## src/rtl/regfile_scoreboard_if.sv

```systemverilog
// Decode/writeback bundle for the register file: read ports, issue
// request, writeback triple and the stall/err status returned to decode.
interface regfile_scoreboard_if #(
    parameter int DATA_W = 16,
    parameter int ADDR_W = 3
);
    logic [ADDR_W-1:0] read1reg;
    logic [ADDR_W-1:0] read2reg;
    logic              read1_en;
    logic              read2_en;
    logic [DATA_W-1:0] read1data;
    logic [DATA_W-1:0] read2data;
    logic              issue_valid;
    logic              issue_wr;
    logic [ADDR_W-1:0] issue_dst;
    logic              write;
    logic [ADDR_W-1:0] writereg;
    logic [DATA_W-1:0] writedata;
    logic              stall;
    logic              err;

    modport master (
        output read1reg, read2reg, read1_en, read2_en,
        output issue_valid, issue_wr, issue_dst,
        output write, writereg, writedata,
        input  read1data, read2data, stall, err
    );

    modport slave (
        input  read1reg, read2reg, read1_en, read2_en,
        input  issue_valid, issue_wr, issue_dst,
        input  write, writereg, writedata,
        output read1data, read2data, stall, err
    );
endinterface

```

## src/rtl/regfile_scoreboard.sv

```systemverilog
// Architectural register file with write-through bypass and a per-register
// pending-writer scoreboard that stalls decode on unresolved RAW hazards.
module regfile_scoreboard #(
    parameter int DATA_W = 16,
    parameter int NREG   = 8,
    parameter int ADDR_W = 3,
    parameter int PEND_W = 2
) (
    input  logic                 clk,
    input  logic                 rst,
    regfile_scoreboard_if.slave  rf
);
    localparam logic [PEND_W-1:0] PEND_MAX = {PEND_W{1'b1}};

    logic [DATA_W-1:0] regs_q [NREG];
    logic [DATA_W-1:0] regs_d [NREG];
    logic [PEND_W-1:0] pend_q [NREG];
    logic [PEND_W-1:0] pend_d [NREG];
    logic              err_q;
    logic              err_d;
    logic              haz1;
    logic              haz2;
    logic              stall;

    // A same-cycle writeback only resolves the hazard if it is the last
    // outstanding producer of that register.
    function automatic logic hazard(input logic en, input logic [ADDR_W-1:0] idx,
                                    input logic [PEND_W-1:0] pend,
                                    input logic wr, input logic [ADDR_W-1:0] wreg);
        logic last_dec;
        last_dec = wr && (wreg == idx) && (pend == PEND_W'(1));
        return en && (pend != '0) && !last_dec;
    endfunction

    always_comb begin
        rf.read1data = regs_q[rf.read1reg];
        rf.read2data = regs_q[rf.read2reg];
        if (rf.write && rf.writereg == rf.read1reg) rf.read1data = rf.writedata;
        if (rf.write && rf.writereg == rf.read2reg) rf.read2data = rf.writedata;
    end

    always_comb begin
        haz1  = hazard(rf.read1_en, rf.read1reg, pend_q[rf.read1reg], rf.write, rf.writereg);
        haz2  = hazard(rf.read2_en, rf.read2reg, pend_q[rf.read2reg], rf.write, rf.writereg);
        stall = rf.issue_valid && (haz1 || haz2);
    end

    assign rf.stall = stall;
    assign rf.err   = err_q;

    always_comb begin
        logic inc;
        logic dec;
        regs_d = regs_q;
        pend_d = pend_q;
        err_d  = err_q;
        inc    = 1'b0;
        dec    = 1'b0;
        if (rf.write) regs_d[rf.writereg] = rf.writedata;
        for (int i = 0; i < NREG; i++) begin
            // Stalled issues never count, so dst==src cannot lock itself out.
            inc = rf.issue_valid && rf.issue_wr && !stall && (rf.issue_dst == ADDR_W'(i));
            dec = rf.write && (rf.writereg == ADDR_W'(i));
            if (inc && !dec) begin
                if (pend_q[i] == PEND_MAX) err_d = 1'b1;
                else                       pend_d[i] = pend_q[i] + PEND_W'(1);
            end else if (dec && !inc) begin
                if (pend_q[i] == '0) err_d = 1'b1;
                else                 pend_d[i] = pend_q[i] - PEND_W'(1);
            end
        end
    end

    always_ff @(posedge clk) begin
        if (rst) begin
            for (int i = 0; i < NREG; i++) begin
                regs_q[i] <= '0;
                pend_q[i] <= '0;
            end
            err_q <= 1'b0;
        end else begin
            regs_q <= regs_d;
            pend_q <= pend_d;
            err_q  <= err_d;
        end
    end
endmodule

```

## src/flat_wrapper.sv

```systemverilog
// flat-port wrapper written by rule: the top's interface ports become plain ports
module regfile_scoreboard_flat 
#(
    parameter int DATA_W = 16,
    parameter int NREG   = 8,
    parameter int ADDR_W = 3,
    parameter int PEND_W = 2
)
  (clk, rst, rf_read1reg, rf_read2reg, rf_read1_en, rf_read2_en, rf_issue_valid, rf_issue_wr, rf_issue_dst, rf_write, rf_writereg, rf_writedata, rf_read1data, rf_read2data, rf_stall, rf_err);
  regfile_scoreboard_if #(.DATA_W(DATA_W), .ADDR_W(ADDR_W)) rf_i ();
  input  logic clk;
  input  logic rst;
  input wire logic [$bits(rf_i.read1reg)-1:0] rf_read1reg;
  input wire logic [$bits(rf_i.read2reg)-1:0] rf_read2reg;
  input wire logic [$bits(rf_i.read1_en)-1:0] rf_read1_en;
  input wire logic [$bits(rf_i.read2_en)-1:0] rf_read2_en;
  input wire logic [$bits(rf_i.issue_valid)-1:0] rf_issue_valid;
  input wire logic [$bits(rf_i.issue_wr)-1:0] rf_issue_wr;
  input wire logic [$bits(rf_i.issue_dst)-1:0] rf_issue_dst;
  input wire logic [$bits(rf_i.write)-1:0] rf_write;
  input wire logic [$bits(rf_i.writereg)-1:0] rf_writereg;
  input wire logic [$bits(rf_i.writedata)-1:0] rf_writedata;
  output wire logic [$bits(rf_i.read1data)-1:0] rf_read1data;
  output wire logic [$bits(rf_i.read2data)-1:0] rf_read2data;
  output wire logic [$bits(rf_i.stall)-1:0] rf_stall;
  output wire logic [$bits(rf_i.err)-1:0] rf_err;
  assign rf_i.read1reg = rf_read1reg;
  assign rf_i.read2reg = rf_read2reg;
  assign rf_i.read1_en = rf_read1_en;
  assign rf_i.read2_en = rf_read2_en;
  assign rf_i.issue_valid = rf_issue_valid;
  assign rf_i.issue_wr = rf_issue_wr;
  assign rf_i.issue_dst = rf_issue_dst;
  assign rf_i.write = rf_write;
  assign rf_i.writereg = rf_writereg;
  assign rf_i.writedata = rf_writedata;
  assign rf_read1data = rf_i.read1data;
  assign rf_read2data = rf_i.read2data;
  assign rf_stall = rf_i.stall;
  assign rf_err = rf_i.err;
  regfile_scoreboard #(.DATA_W(DATA_W), .NREG(NREG), .ADDR_W(ADDR_W), .PEND_W(PEND_W)) u_core (.clk(clk), .rst(rst), .rf(rf_i));
endmodule
```

## config.mk

```make
export PLATFORM = sky130hd
export DESIGN_NAME = regfile_scoreboard_flat
export DESIGN_NICKNAME = d
export VERILOG_FILES = /design/src/rtl/regfile_scoreboard_if.sv /design/src/rtl/regfile_scoreboard.sv /design/src/flat_wrapper.sv
export SDC_FILE = /design/constraint.sdc
export NUM_CORES = 1
export LEC_CHECK = 0
export ABC_CLOCK_PERIOD_IN_PS = 6420
export CORE_ASPECT_RATIO = 1.25
export CORE_MARGIN = 1
export CORE_UTILIZATION = 40
export DETAILED_ROUTE_END_ITERATION = 8
export SLEW_MARGIN = 20
export SYNTH_ARGS = -nofsm -noshare
export SYNTH_HDL_FRONTEND = slang
export SYNTH_SLANG_ARGS = --single-unit
```

## constraint.sdc

```tcl
create_clock -name clk -period 6.42 [get_ports clk]
set_input_delay 1.926 -clock clk [delete_from_list [all_inputs] [get_ports clk]]
set_output_delay 1.926 -clock clk [all_outputs]
set_load 0.02 [all_outputs]
```

Yosys cells after proc, flatten, opt, wreduce, memory -nomap -nowiden
Index checks and enable logic that the tools add are counted.
{"block": "word_totals", "output_inout_bits": 34, "register_bits": 145, "inputBits": 35, "word_cells": 255}
{"block": "op_classes", "bitwise": 3, "n_eq_ne": 42, "order_cmp": 4, "mux": 81, "reduce_logical": 92, "n_addsub": 16}
{"operator": "128-bit bitwise mux", "n": 1}
{"operator": "16-bit two-way mux", "n": 7}
{"operator": "16-bit binary-select mux with 3-bit select", "n": 2}
{"operator": "2-bit two-way mux", "n": 36}
{"operator": "16-bit demux with 3-bit select", "n": 1}
{"operator": "1-bit logical AND", "n": 44}
{"operator": "1-bit two-way mux", "n": 32}
{"operator": "3-bit equality test (second input constant)", "n": 8}
{"operator": "3-bit AND reduction", "n": 8}
{"operator": "2-bit nonzero test", "n": 10}
{"operator": "1-bit zero test", "n": 19}
{"operator": "2-bit by 1-bit adder with 2-bit output (second input constant)", "n": 8}
{"operator": "2-bit equality test (second input constant)", "n": 8}
{"operator": "2-bit zero test", "n": 8}
{"operator": "2-bit by 1-bit inequality test with 1-bit output (second input constant)", "n": 8}
{"operator": "2-bit inequality test (second input constant)", "n": 8}
{"operator": "2-bit by 1-bit subtractor with 2-bit output (second input constant)", "n": 8}
{"operator": "2-bit binary-select mux with 3-bit select", "n": 2}
{"operator": "3-bit by 2-bit equality test with 1-bit output (second input constant)", "n": 4}
{"operator": "4-bit >= comparator (second input constant)", "n": 3}
{"operator": "3-bit inverter with 4-bit output", "n": 3}
{"operator": "3-bit by 1-bit equality test with 1-bit output (second input constant)", "n": 2}
{"operator": "3-bit equality test", "n": 2}
{"operator": "3-bit zero test", "n": 2}
{"operator": "other kinds (3)", "n": 4}

Logic depth before layout (Yosys ltp)
{"block": "logic_depth", "ltp_word": 38, "depth_mapped": 9, "ltp_nobuf": 7}

Worst setup path before layout
Ideal clock, no wire load.
{"block": "synth_path", "path_kind": "in2out", "from": "input port rf_read1reg[1]", "to": "output port rf_read1data[10]", "arrival_ps": 3629, "path_slack_ps": 865, "cell_stages": 6, "t_required_ps": 4494, "path_buffers": 3, "cell_sequence": "buf_6 -> buf_1 -> clkbuf_1 -> mux4_2 -> mux2i_1 -> a21oi_1"}
{"block": "synth_between", "elab_chain_cells": 5, "word_cells_on_any_way": 7, "classes_between": "eq/ne: 1; mux: 4; bitwise: 1; reduce/logical: 1"}
{"item": "start: declaration", "line": "flat_wrapper.sv:13", "text": "input wire logic [$bits(rf_i.read1reg)-1:0] rf_read1reg;"}
{"item": "3-bit inverter with 4-bit output (not written as such)", "line": "regfile_scoreboard.sv:36", "text": "rf.read1data = regs_q[rf.read1reg];"}
{"item": "16-bit binary-select mux with 3-bit select", "line": "regfile_scoreboard.sv:36"}
{"item": "16-bit two-way mux (not written as such) (2 in series)", "line": "regfile_scoreboard.sv:36"}
{"item": "16-bit two-way mux (*)", "line": "regfile_scoreboard.sv:38", "text": "if (rf.write && rf.writereg == rf.read1reg) rf.read1data = rf.writedata;"}
{"item": "end: declaration", "line": "flat_wrapper.sv:23", "text": "output wire logic [$bits(rf_i.read1data)-1:0] rf_read1data;"}
Mark *: on every way between the ends. The rest lies on a longest branch, timed or not. The select of a mux whose other input is x is not followed.

Final worst setup path
{"block": "layout_path", "from": "input port rf_writereg[2]", "to": "output port rf_read1data[4]"}
{"block": "layout_between", "elab_chain_cells": 3}
{"item": "start: declaration", "line": "flat_wrapper.sv:21", "text": "input wire logic [$bits(rf_i.writereg)-1:0] rf_writereg;"}
{"item": "3-bit equality test", "line": "regfile_scoreboard.sv:38"}
{"item": "1-bit logical AND", "line": "regfile_scoreboard.sv:38"}
{"item": "16-bit two-way mux", "line": "regfile_scoreboard.sv:38"}
No other way between the ends.

==> flow_metrics.tcl <==
set metrics [dict create \
    outcome "finished, final reports clean" \
    setup_viol 0 \
    dieArea_um2 21200 \
    grt_use_total_pct 26.6 \
    r2r_start "u_core.pend_q[12]" \
    irDropWorstVdd_v 0.000180 \
    grt_antenna_before_repair 1 \
    grt-ovfl-total 0 \
    powerDensity_nw_per_um2 236 \
    clkTransAtPathRegs_ps 60 \
    rr_worst_depth 8 \
    placed_area_um2 9210 \
    drt-total-wl_mm 27.2 \
    muxShareOfSynthArea_pct 23.7 \
    grt_max_degree 92 \
    port-buffer-count 68 \
    ys_ff_latch 145 \
    rows 58 \
    cts_root_buffer "clkbuf_16" \
    coreArea_um2 20200 \
    worstHoldEndpoint "u_core.regs_q[24]" \
    timing.hold.worst.class "reg -> reg" \
    critPathMostFrequentCell "clkdlybuf4s50_1" \
    num-fill-cells 1958 \
    yosysTopAreaCell "dfxtp_1" \
    maxCapViolations 0 \
    synth_top_family_by_area "multiplexers" \
    cts_tree "done" \
    antenna_left 0 \
    ys_types 51 \
    synth.net_count 1010 \
    synth.area.top_cells "dfxtp_1 35%, mux4_2 19%, nand2_1 12%" \
    crit_required_ps 4490 \
    synth_common_cells "272 x nand2_1, 173 x a21oi_1, 145 x dfxtp_1" \
    drt_first_pass_iters 5 \
    design.portCount 69 \
    period_needed_ps 6230 \
    grt_pass1_vias 6983 \
    path_cells "clkdlybuf4s50_1, xor2_1, or4_1, buf_4, a21oi_1, clkdlybuf4s50_1" \
    setup_tns_ps 0 \
    drc 0 \
    crit_path_top_delay_cell "clkdlybuf4s50_1" \
    cts_made_buffers 17 \
    syn_inst 975 \
    synthAdderAreaFrac_pct 0 \
    synthFlopType "dfxtp_1" \
    start_util_pct 40.9 \
    synth_most_common_cell "nand2_1" \
    die_w_um 130 \
    cts_num_sinks 145 \
    finalCritPeriodShare_pct 97.0 \
    fin_nets 1042 \
    area_delta_synth_final_pct 19.4 \
    drtIter0Drc 802 \
    cts_setup_buffers 0 \
    hpwl_mm 17.4 \
    placed_cells 1258 \
    clk_latency_ps 430 \
    yosys_warnings 0 \
    final_hold_viol_count 0 \
    avgRoutedWirePerCell_um 21.1 \
    synth_top_cell_area_share_pct 35.2 \
    cts_buffer_depth 2 \
    fin_area_um2 9860 \
    crit_type "in -> out" \
    diodes 0 \
    finalPower_w 0.00232 \
    slowest_delay_ps 650 \
    synth_xor_area_share_pct 0.637 \
    synth-simple-area-share_pct 20.2 \
    async_flop_share_pct 0 \
    hold_buffers 0 \
    synth_compound_area_share_pct 15.1 \
    worstPathBufferInverterCount 3 \
    max-slew-margin-rel_pct 22.7 \
    ys_seq_area_share_pct 35.2 \
    crit_family "buffers and inverters" \
    die_h_um 163 \
    hold_slack_ps 466 \
    slew_violations 0 \
    stdcell_count 1290 \
    r2r_end "u_core.rf.err" \
    rsz0062_at_grt "false" \
    cts_resized 0 \
    synth_edf_count 0 \
    crit_arrival_ps 4300 \
    startpoint_type "primary input" \
    layout-drive-gt1-share_pct 15.3 \
    grt_pass1_wl_mm 41.2 \
    gp_congestion 0.887 \
    vias 7570 \
    p_leak_nw 3.38 \
    holdPathStages 2 \
    min-delay-start "u_core.regs_q[24]" \
    end_kind "primary output" \
    syn_avg_cell_area_um2 8.47 \
    htreeDepth 4 \
    cp_max_fo 12 \
    max_freq_mhz 161 \
    syn-cell-area_um2 8260 \
    finClkSkew_ps 11.2 \
    r2r_slack_ps 3560 \
    tightest_slew_ps 1160 \
    viasPerCell 5.87 \
]
[worst register-to-register path, delay by kind of cell, from the launching register on]
| family | cells | cell delay, ps |
|---|---|---|
| buf+inv | 1 | 190 |
| simple gates | 2 | 990 |
| mux | 1 | 520 |
| flops | 1 | 400 |
| compound gates | 4 | 610 |
[layout make-up]
cell class,count,area (um^2),share of cell area [%]
Inverter,9,33.8,0.343
Clock inverter,14,205,2.08
Timing Repair Buffer,107,1010,10.3
Clock buffer,18,439,4.45
Tap cell,270,338,3.43
Sequential cell,145,2900,29.4
Multi-Input combinational cell,727,4930,50.0
[through the flow]
step,worst slack (ps),utilization (%)
after detailed placement,202,45.7
final,194,48.9
after global routing,88.3,48.9
after CTS,187,48.9
after floorplan,865,-
after global placement,195,45.7
[registers in the layout, summed over array words and instances, names as in the netlist]
name and flops:
u_core.pend_q 16, u_core.regs_q 128, u_core.rf.err 1
[logic make-up after synthesis]
group / after synthesis
simple gates: 391
compound gates: 225
flops: 145
mux: 105
buf+inv: 103
xor+xnor: 6
[layer usage]
layer	share of wire, %	wire (um)	up-vias	global-route usage [%]
met1	42	11500	3625	35.8
li1	-	-	3514	-
met5	0.044	12	-	0
met4	2.9	803	2	9.35
met3	8.0	2170	67	4.96
met2	47	12800	362	42.5
[layout by cell type, fill, tap and decap left out, types with 5 or more instances in the layout]
master           count
and2_1               7
inv_1                9
mux4_2              70
nand2_1            272
dfxtp_1            145
a211oi_1             5
nor2b_1              6
nor2_1              49
o21ai_0             12
and3_1               8
clkdlybuf4s50_1     63
nand2b_1             6
mux2i_1             33
nor3_1               7
a21oi_1            173
clkbuf_16           17
xor2_1               6
buf_4               35
nand3_1             10
a31oi_1              8
buf_12               5
nand3b_1             6
[worst max-delay path by stage]
stage | startpoint | cells past startpoint | slack, ps | endpoint
global placement | rf_writereg[2] | 6 | 200 | rf_read1data[4]
CTS | rf_writereg[2] | 6 | 190 | rf_read1data[4]
finish | rf_writereg[2] | 6 | 190 | rf_read1data[4]
global route | rf_writereg[2] | 6 | 90 | rf_read1data[4]
floorplan | rf_read1reg[1] | 6 | 860 | rf_read1data[10]
detailed placement | rf_writereg[2] | 6 | 200 | rf_read1data[4]
[power breakdown]
part	switching [W]	internal (W)
Clock	0.000420	0.000667
Combinational	0.000178	0.000125
Sequential	0.0000138	0.000918
Total	0.000612	0.00171
Power figures use the tool's default switching activity.
